`config.mk`:
```
export PLATFORM = sky130hd
export DESIGN_NAME = arb_pry_lock
export DESIGN_NICKNAME = d
export VERILOG_FILES = /design/src/rtl/arb_pry_lock.sv
export SDC_FILE = /design/constraint.sdc
export NUM_CORES = 1
export LEC_CHECK = 0
export ABC_AREA = 1
export ABC_CLOCK_PERIOD_IN_PS = 2000
export CORE_MARGIN = 5
export CORE_UTILIZATION = 35
export CTS_CLUSTER_DIAMETER = 100
export DETAILED_ROUTE_END_ITERATION = 6
export MAX_ROUTING_LAYER = met4
export PLACE_DENSITY = 0.81
export SKIP_LAST_GASP = 1
export SLEW_MARGIN = 20
export SYNTH_ARGS = -nofsm -noshare
export SYNTH_HDL_FRONTEND = slang
export SYNTH_SLANG_ARGS = --single-unit
```
`constraint.sdc`:
```
create_clock -name clk -period 2 [get_ports clk]
set_input_delay 0.2 -clock clk [delete_from_list [all_inputs] [get_ports clk]]
set_output_delay 0.2 -clock clk [all_outputs]
set_load 0.01 [all_outputs]
```
`src/rtl/arb_pry_lock.sv`:
```
// arb_pry_lock: packet-aware round-robin arbiter.
// Shares one valid/ready output channel between WIDTH requesters and holds
// the grant from the first beat of a packet until its last beat.
// Optional output pipeline register: define ARB_PRY_LOCK_OUT_REG_EN.
//
// state | meaning
// IDLE  | no packet in flight, grant recomputed each cycle from req_vld/ptr
// BUSY  | packet in flight, grant held in gnt_q until the last beat
module arb_pry_lock #(
  parameter type DAT_T = logic [8-1:0],
  parameter int  WIDTH = 4
) (
  input  logic                   clk,
  input  logic                   rst,
  input  logic [WIDTH-1:0]       req_vld,
  input  logic [WIDTH-1:0]       req_lst,
  input  DAT_T [WIDTH-1:0]       req_dat,
  output logic [WIDTH-1:0]       req_rdy,
  output logic                   out_vld,
  output logic                   out_lst,
  output DAT_T                   out_dat,
  input  logic                   out_rdy,
  output logic [WIDTH-1:0]       gnt,
  output logic                   lck
);

  localparam int PW = (WIDTH > 1) ? $clog2(WIDTH) : 1;

  typedef enum logic {IDLE, BUSY} state_t;

  state_t           state;
  logic [PW-1:0]    ptr;
  logic [WIDTH-1:0] gnt_q;
  logic [WIDTH-1:0] gnt_arb;
  logic [PW-1:0]    gnt_idx;
  logic             found;
  DAT_T             sel_dat;
  logic             sel_lst;
  logic             sel_vld;
  logic             up_rdy;
  logic             xfer;

  // Rotating priority: first requester above ptr, else lowest requester.
  always_comb begin
    gnt_arb = '0;
    found   = 1'b0;
    for (int i = 0; i < WIDTH; i++) begin
      if (!found && req_vld[i] && (i > int'(ptr))) begin
        gnt_arb[i] = 1'b1;
        found      = 1'b1;
      end
    end
    for (int i = 0; i < WIDTH; i++) begin
      if (!found && req_vld[i]) begin
        gnt_arb[i] = 1'b1;
        found      = 1'b1;
      end
    end
  end

  // Grant source: live arbitration in IDLE, held grant in BUSY; reset blanks it.
  always_comb begin
    if (rst)
      gnt = '0;
    else if (state == BUSY)
      gnt = gnt_q;
    else
      gnt = gnt_arb;
  end

  // Priority-select of the granted requester's beat and its index.
  always_comb begin
    sel_dat = '0;
    sel_lst = 1'b0;
    gnt_idx = '0;
    for (int i = WIDTH - 1; i >= 0; i--) begin
      if (gnt[i]) begin
        sel_dat = req_dat[i];
        sel_lst = req_lst[i];
        gnt_idx = PW'(i);
      end
    end
  end

  assign sel_vld = |(gnt & req_vld);
  assign req_rdy = gnt & {WIDTH{up_rdy}};
  assign xfer    = sel_vld & up_rdy;

`ifdef ARB_PRY_LOCK_OUT_REG_EN
  logic out_vld_q;
  logic out_lst_q;
  DAT_T out_dat_q;

  assign up_rdy  = ~out_vld_q | out_rdy;
  assign out_vld = out_vld_q;
  assign out_lst = out_lst_q;
  assign out_dat = out_dat_q;

  // Output stage loads whenever it is empty or being drained.
  always_ff @(posedge clk) begin
    if (rst) begin
      out_vld_q <= 1'b0;
      out_lst_q <= 1'b0;
      out_dat_q <= '0;
    end else if (up_rdy) begin
      out_vld_q <= sel_vld;
      out_lst_q <= sel_lst;
      out_dat_q <= sel_dat;
    end
  end
`else
  assign up_rdy  = out_rdy;
  assign out_vld = sel_vld;
  assign out_lst = sel_lst;
  assign out_dat = sel_dat;
`endif

  // Packet lock FSM and round-robin pointer, both advanced on upstream transfers.
  always_ff @(posedge clk) begin
    if (rst) begin
      state <= IDLE;
      ptr   <= PW'(WIDTH - 1);
      gnt_q <= '0;
      lck   <= 1'b0;
    end else if (xfer) begin
      if (sel_lst) begin
        state <= IDLE;
        ptr   <= gnt_idx;
        gnt_q <= '0;
        lck   <= 1'b0;
      end else begin
        state <= BUSY;
        gnt_q <= gnt;
        lck   <= 1'b1;
      end
    end
  end

endmodule
```
Yosys cells after proc, flatten, opt, wreduce, memory -nomap -nowiden
Index checks and enable logic that the tools add are counted.

storage, ports and cells
  flip-flop bits (word level) = 7

cells by class
  mux-type cells = 28
  bitwise gates (word level) = 3
  order comparisons = 3
  reduce and logical (&&, ||, !) cells = 17

operator list
  kind                                                           count
  2-to-1 mux 8 bit                                               4
  2-to-1 mux 1 bit                                               17
  2-to-1 mux 4 bit                                               3
  logical AND 1 bit                                              9
  bitwise AND 4 bit                                              2
  2-to-1 mux 2 bit                                               4
  logical NOT 1 bit                                              6
  greater-than comparator 2 bit (first input constant)           2
  OR reduction 4 bit                                             1
  greater-than comparator 1 x 2 -> 1 bit (first input constant)  1
  AND reduction 2 bit                                            1
  bitwise AND 1 bit                                              1

Longest topological paths before layout
  depth after elaboration = 30
  gate-level depth with buffers = 15

Least setup slack after synthesis
Ideal clock, no wire load.

  path kind = register -> output
  from = register ptr[1]
  to = output port out_dat[6] (netlist name)
  path slack = 0.334 ns
  path buffers = 2
  arrival = 1.466 ns
  stages on the path, launching flop included = 13
  path through = dfxtp_1 -> nand2_1 -> nand2_2 -> nand2_2 -> nor2_4 -> nand2_1 -> nand3_1 -> nand2_1 -> buf_4 -> buf_4 -> nand3_1 -> o21ai_1 -> o21ai_1

RTL lines
  what                    line  text
  from (decl)             32    logic [PW-1:0] ptr;
  from (signal assigned)  122   ptr <= PW'(WIDTH - 1);
  from (signal assigned)  128   ptr <= gnt_idx;
  to (decl)               21    output DAT_T out_dat,

Worst setup path in the final report
  from = register ptr[1]
  to = output port out_lst

between the ends
  cells in the longest elaborated chain, start to end = 29
  elaborated cells on any way between the ends = 36
  those cells by class = order compare (3); mux (18); reduce/logical (15)

RTL lines
  what                                    line  text
  greater-than comparator 1 x 2 -> 1 bit  48    if (!found && req_vld[i] && (i > int'(ptr))) begin
  logical AND 1 bit                       48
  2-to-1 mux 1 bit                        48
  logical NOT 1 bit                       48
  logical AND 1 bit (2 in series)         48
  2-to-1 mux 1 bit                        48
  logical NOT 1 bit                       48
  logical AND 1 bit (2 in series)         48
  (+9 left out)                           n/a
  2-to-1 mux 1 bit                        54    if (!found && req_vld[i]) begin
  logical NOT 1 bit                       54
  logical AND 1 bit                       54
  2-to-1 mux 1 bit                        54
  2-to-1 mux 4 bit (*)                    65    else if (state == BUSY)
  2-to-1 mux 4 bit (*)                    63    if (rst)
  2-to-1 mux 1 bit (3 in series)          77    if (gnt[i]) begin
  2-to-1 mux 1 bit (*)                    77
  to (decl)                               20    output logic out_lst,

Mark *: on every way between the ends. The rest lies on a longest branch, timed or not.

==> results by group <==
Critical path
  – CP Max Fanout: 4
  – Worst path arrival time: between 2 and 2.5 ns
  – Slowest cell on the critical path: dfxtp_4
  – CP bufs+invs: 4
  – Crit path capture type: primary output
  – Crit path kind: reg -> out
  – Worst EP required: roughly 1.8 ns
  – CP cell instances: nand2_2 > nand2_2 > nand2_2 > nor2_4 > nand3_2 > nand2_2 > nand2_4 > buf_4 > buf_4 > inv_2 > nand3_2 > nand3_2 > nand2_4 > nand2_4 > buf_6
  – Cell family with the largest share of critical-path delay: simple AND/OR/NAND/NOR gates
  – Reg2reg setup slack: -0.05 ns
  – CP dominant cell by count: nand2_2
  – Startpoint Class: register
  – Worst path max stage delay: 0.38 ns

Finish
  – Fin cells: about 270
  – Most frequent cells in the layout: clkdlybuf4s50_1 (41), nand2_1 (24), buf_4 (24), nand2_2 (19), o21ai_1 (18)
  – Layout net count: about 290
  – Share of cells above drive strength 1: 0.4467
  – Post-route cell area: 0.001906 sq mm
  – N_diodes: 0
  – Area Growth Syn to Fin: 118.2%
  – Commonest non-fill, non-tap cell in the layout: clkdlybuf4s50_1

STA
  – Setup ws final: -0.2282 ns
  – Max Fclk: about 450 MHz
  – Tcrit/Tclk final: 1.114
  – Hold_ws: roughly 0.48 ns
  – Final setup viols: 17
  – Final Skew: roughly 0.0055 ns
  – Hold Fails Final Rpt: 0
  – Max-slew violations: 0
  – Least-Margin Pin Slew: between 0.2 and 0.3 ns
  – RSZ-0062 raised after global routing: yes
  – Fin crit period: about 2.2 ns
  – Worst rel slew slack: 0.8151

Die
  – Die X-Extent: approximately 60 microns
  – Die Ht: approximately 60 microns
  – Initial core utilization: 0.3591
  – Num rows: 18
  – Core area: about 0.0024 sq mm
  – IO Pins: just over 60
  – Area of the die: about 0.0036 sq mm

Logic synthesis
  – Post-synth cell types: 22
  – Gate Count Post-Synth: 150
  – Synth Cell Area: approximately 870 sq um
  – Yosys warns: 0
  – Sequential element share of the synthesized area: 0.1605
  – Syn Area/Cell: 5.822 sq um
  – Seq cells post-synth: 7
  – Mapped Nets: ~190

Clocking
  – Root Buffer Master: clkbuf_4
  – Clock tree from TritonCTS: yes
  – Clock Tree Buf Depth: 2
  – CTS Buf Count: 3
  – Skew-Pair Late Insertion Delay: 0.26 ns
  – Clock slew at reported path FFs: 0.06 ns
  – Htree depth: 1
  – Num Clock Sinks: 7

Route
  – DRC errors left: 0
  – DRT Pass-1 Iters: 4
  – DR vias: around 1400
  – Via-to-Cell Ratio: around 5.1
  – DR iter-0 viols: between 90 and 100
  – Drt wl/cell: around 15 microns
  – Antenna-violating nets left: 0
  – Routed WL: between 4 and 5 mm

Global route
  – Gr ovfl total: 0
  – GRT Overall Usage: 0.2232
  – Vias in the first global route: around 1400
  – Largest net degree at the start of global routing: 20
  – Initial antenna violation count: 0
  – First-pass GRT wire length: 5.975 mm

Power and ir drop
  – Maximum vdd drop: between 0.3 and 0.4 mV
  – Pwr Total: roughly 0.00085 W
  – P per Cell Area: between 400 and 500 mW/mm^2
  – Leak Pwr: approximately 0.96 nW

Placed design
  – HPWL after DPL: around 2.9 mm
  – Post-DP Area: roughly 0.0017 sq mm
  – Placed Cells: 261
  – Setup WS pre-CTS: -0.5789 ns
  – Port buffer count: 61
  – Routability cong.: 0.8241

Status
  – Status: complete, but fails checks
  – Violated checks: negative setup slack

Min path
  – Hold Path Class: reg -> reg

Run
  – Max-cap violation count: 0
==> where the power goes <==
part	leakage, nW	switching [W]	internal [W]
sequential	0.0566	0.00000563	0.000144
clock	0.0150	0.0000557	0.0000763
combinational	0.893	0.000276	0.000292
total	0.964	0.000337	0.000513
==> layer usage <==
layer  GRT usage  up-vias  routed length [microns]  share of wire
li1            -      696                        -              -
met1      0.2561      625                     1569           0.38
met2      0.3889       59                     2195           0.53
met3     0.02592       19                      185          0.045
met4     0.09177        0                      163          0.040
met5           -        -                        0              0
==> kinds of logic (layout without fill, tap and decap cells) <==
logic type,after synthesis,count (layout),synth area share
AOI/OAI and AO/OA,26,26,0.1519
buffers and inverters,21,114,0.1117
DFF,7,7,0.1605
and+or+nand+nor,96,97,0.5759
==> sequential cells by signal, indices dropped and copies added (netlist names) <==
register  count
state         1
gnt_q         4
ptr           2
==> area by class of cell <==
type | count | area [sq um]
timing repair buffer | 95 | 869.6
multi-input combinational | 123 | 760.7
fill | 168 | 526.8
sequential | 7 | 147.6
inverter | 15 | 63.81
tap | 30 | 37.54
clock buffer | 4 | 26.28
==> synth_stat cells (all sizes together) <==
library cell	instances	area, sq um
nand2	50	235.2
a211oi	1	7.510
dfxtp	7	140.1
nand3	23	130.1
nand4	5	31.28
a21oi	5	25.02
clkbuf	1	3.750
o21ai	20	100.1
buf	5	35.02
nor2	18	106.4
inv	15	58.81
==> through the flow <==
step	setup TNS (ns)	util
6_report	-1.868	0.7834
5_1_grt	-3.452	0.7834
4_1_cts	-0.6484	0.7356
3_5_place_dp	-7.299	0.7052
3_3_place_gp	-5.944	0.7052
2_1_floorplan	0	-
==> repair_timing <==
item / CTS / global route
cloned: 2 / 0
pin swaps: 11 / 19
gates resized for setup: 66 / 49
hold buffers: 0 / 0
hold endpoints to repair: 0 / 0
setup buffers: 2 / 7
setup endpoints to repair: 18 / 23
==> final timing paths <==
| path | start | end | cells after the start |
|---|---|---|---|
| hold reg to reg | gnt_q[2] | gnt_q[2] | 2 |
| setup / recovery | ptr[1] | out_lst | 15 |
| hold / removal | gnt_q[2] | gnt_q[2] | 2 |
| setup reg to reg | ptr[1] | ptr[0] | 18 |
==> worst register-to-register path, cell delays in order (launching register included) <==
cell and delay [ns]:
dfxtp_4 0.38, nand2_2 0.06, nand2_2 0.08, nand2_2 0.08, nor2_4 0.15, nand3_2 0.08, nand2_2 0.11, nand2_4 0.08
buf_4 0.15, buf_4 0.14, inv_2 0.07, nand3_2 0.07, nand3_2 0.09, nand2_4 0.06, nand2_4 0.07, buf_6 0.11
nand2_2 0.04, nand2_1 0.06, nand3_1 0.06
Power figures use the tool's default switching activity.
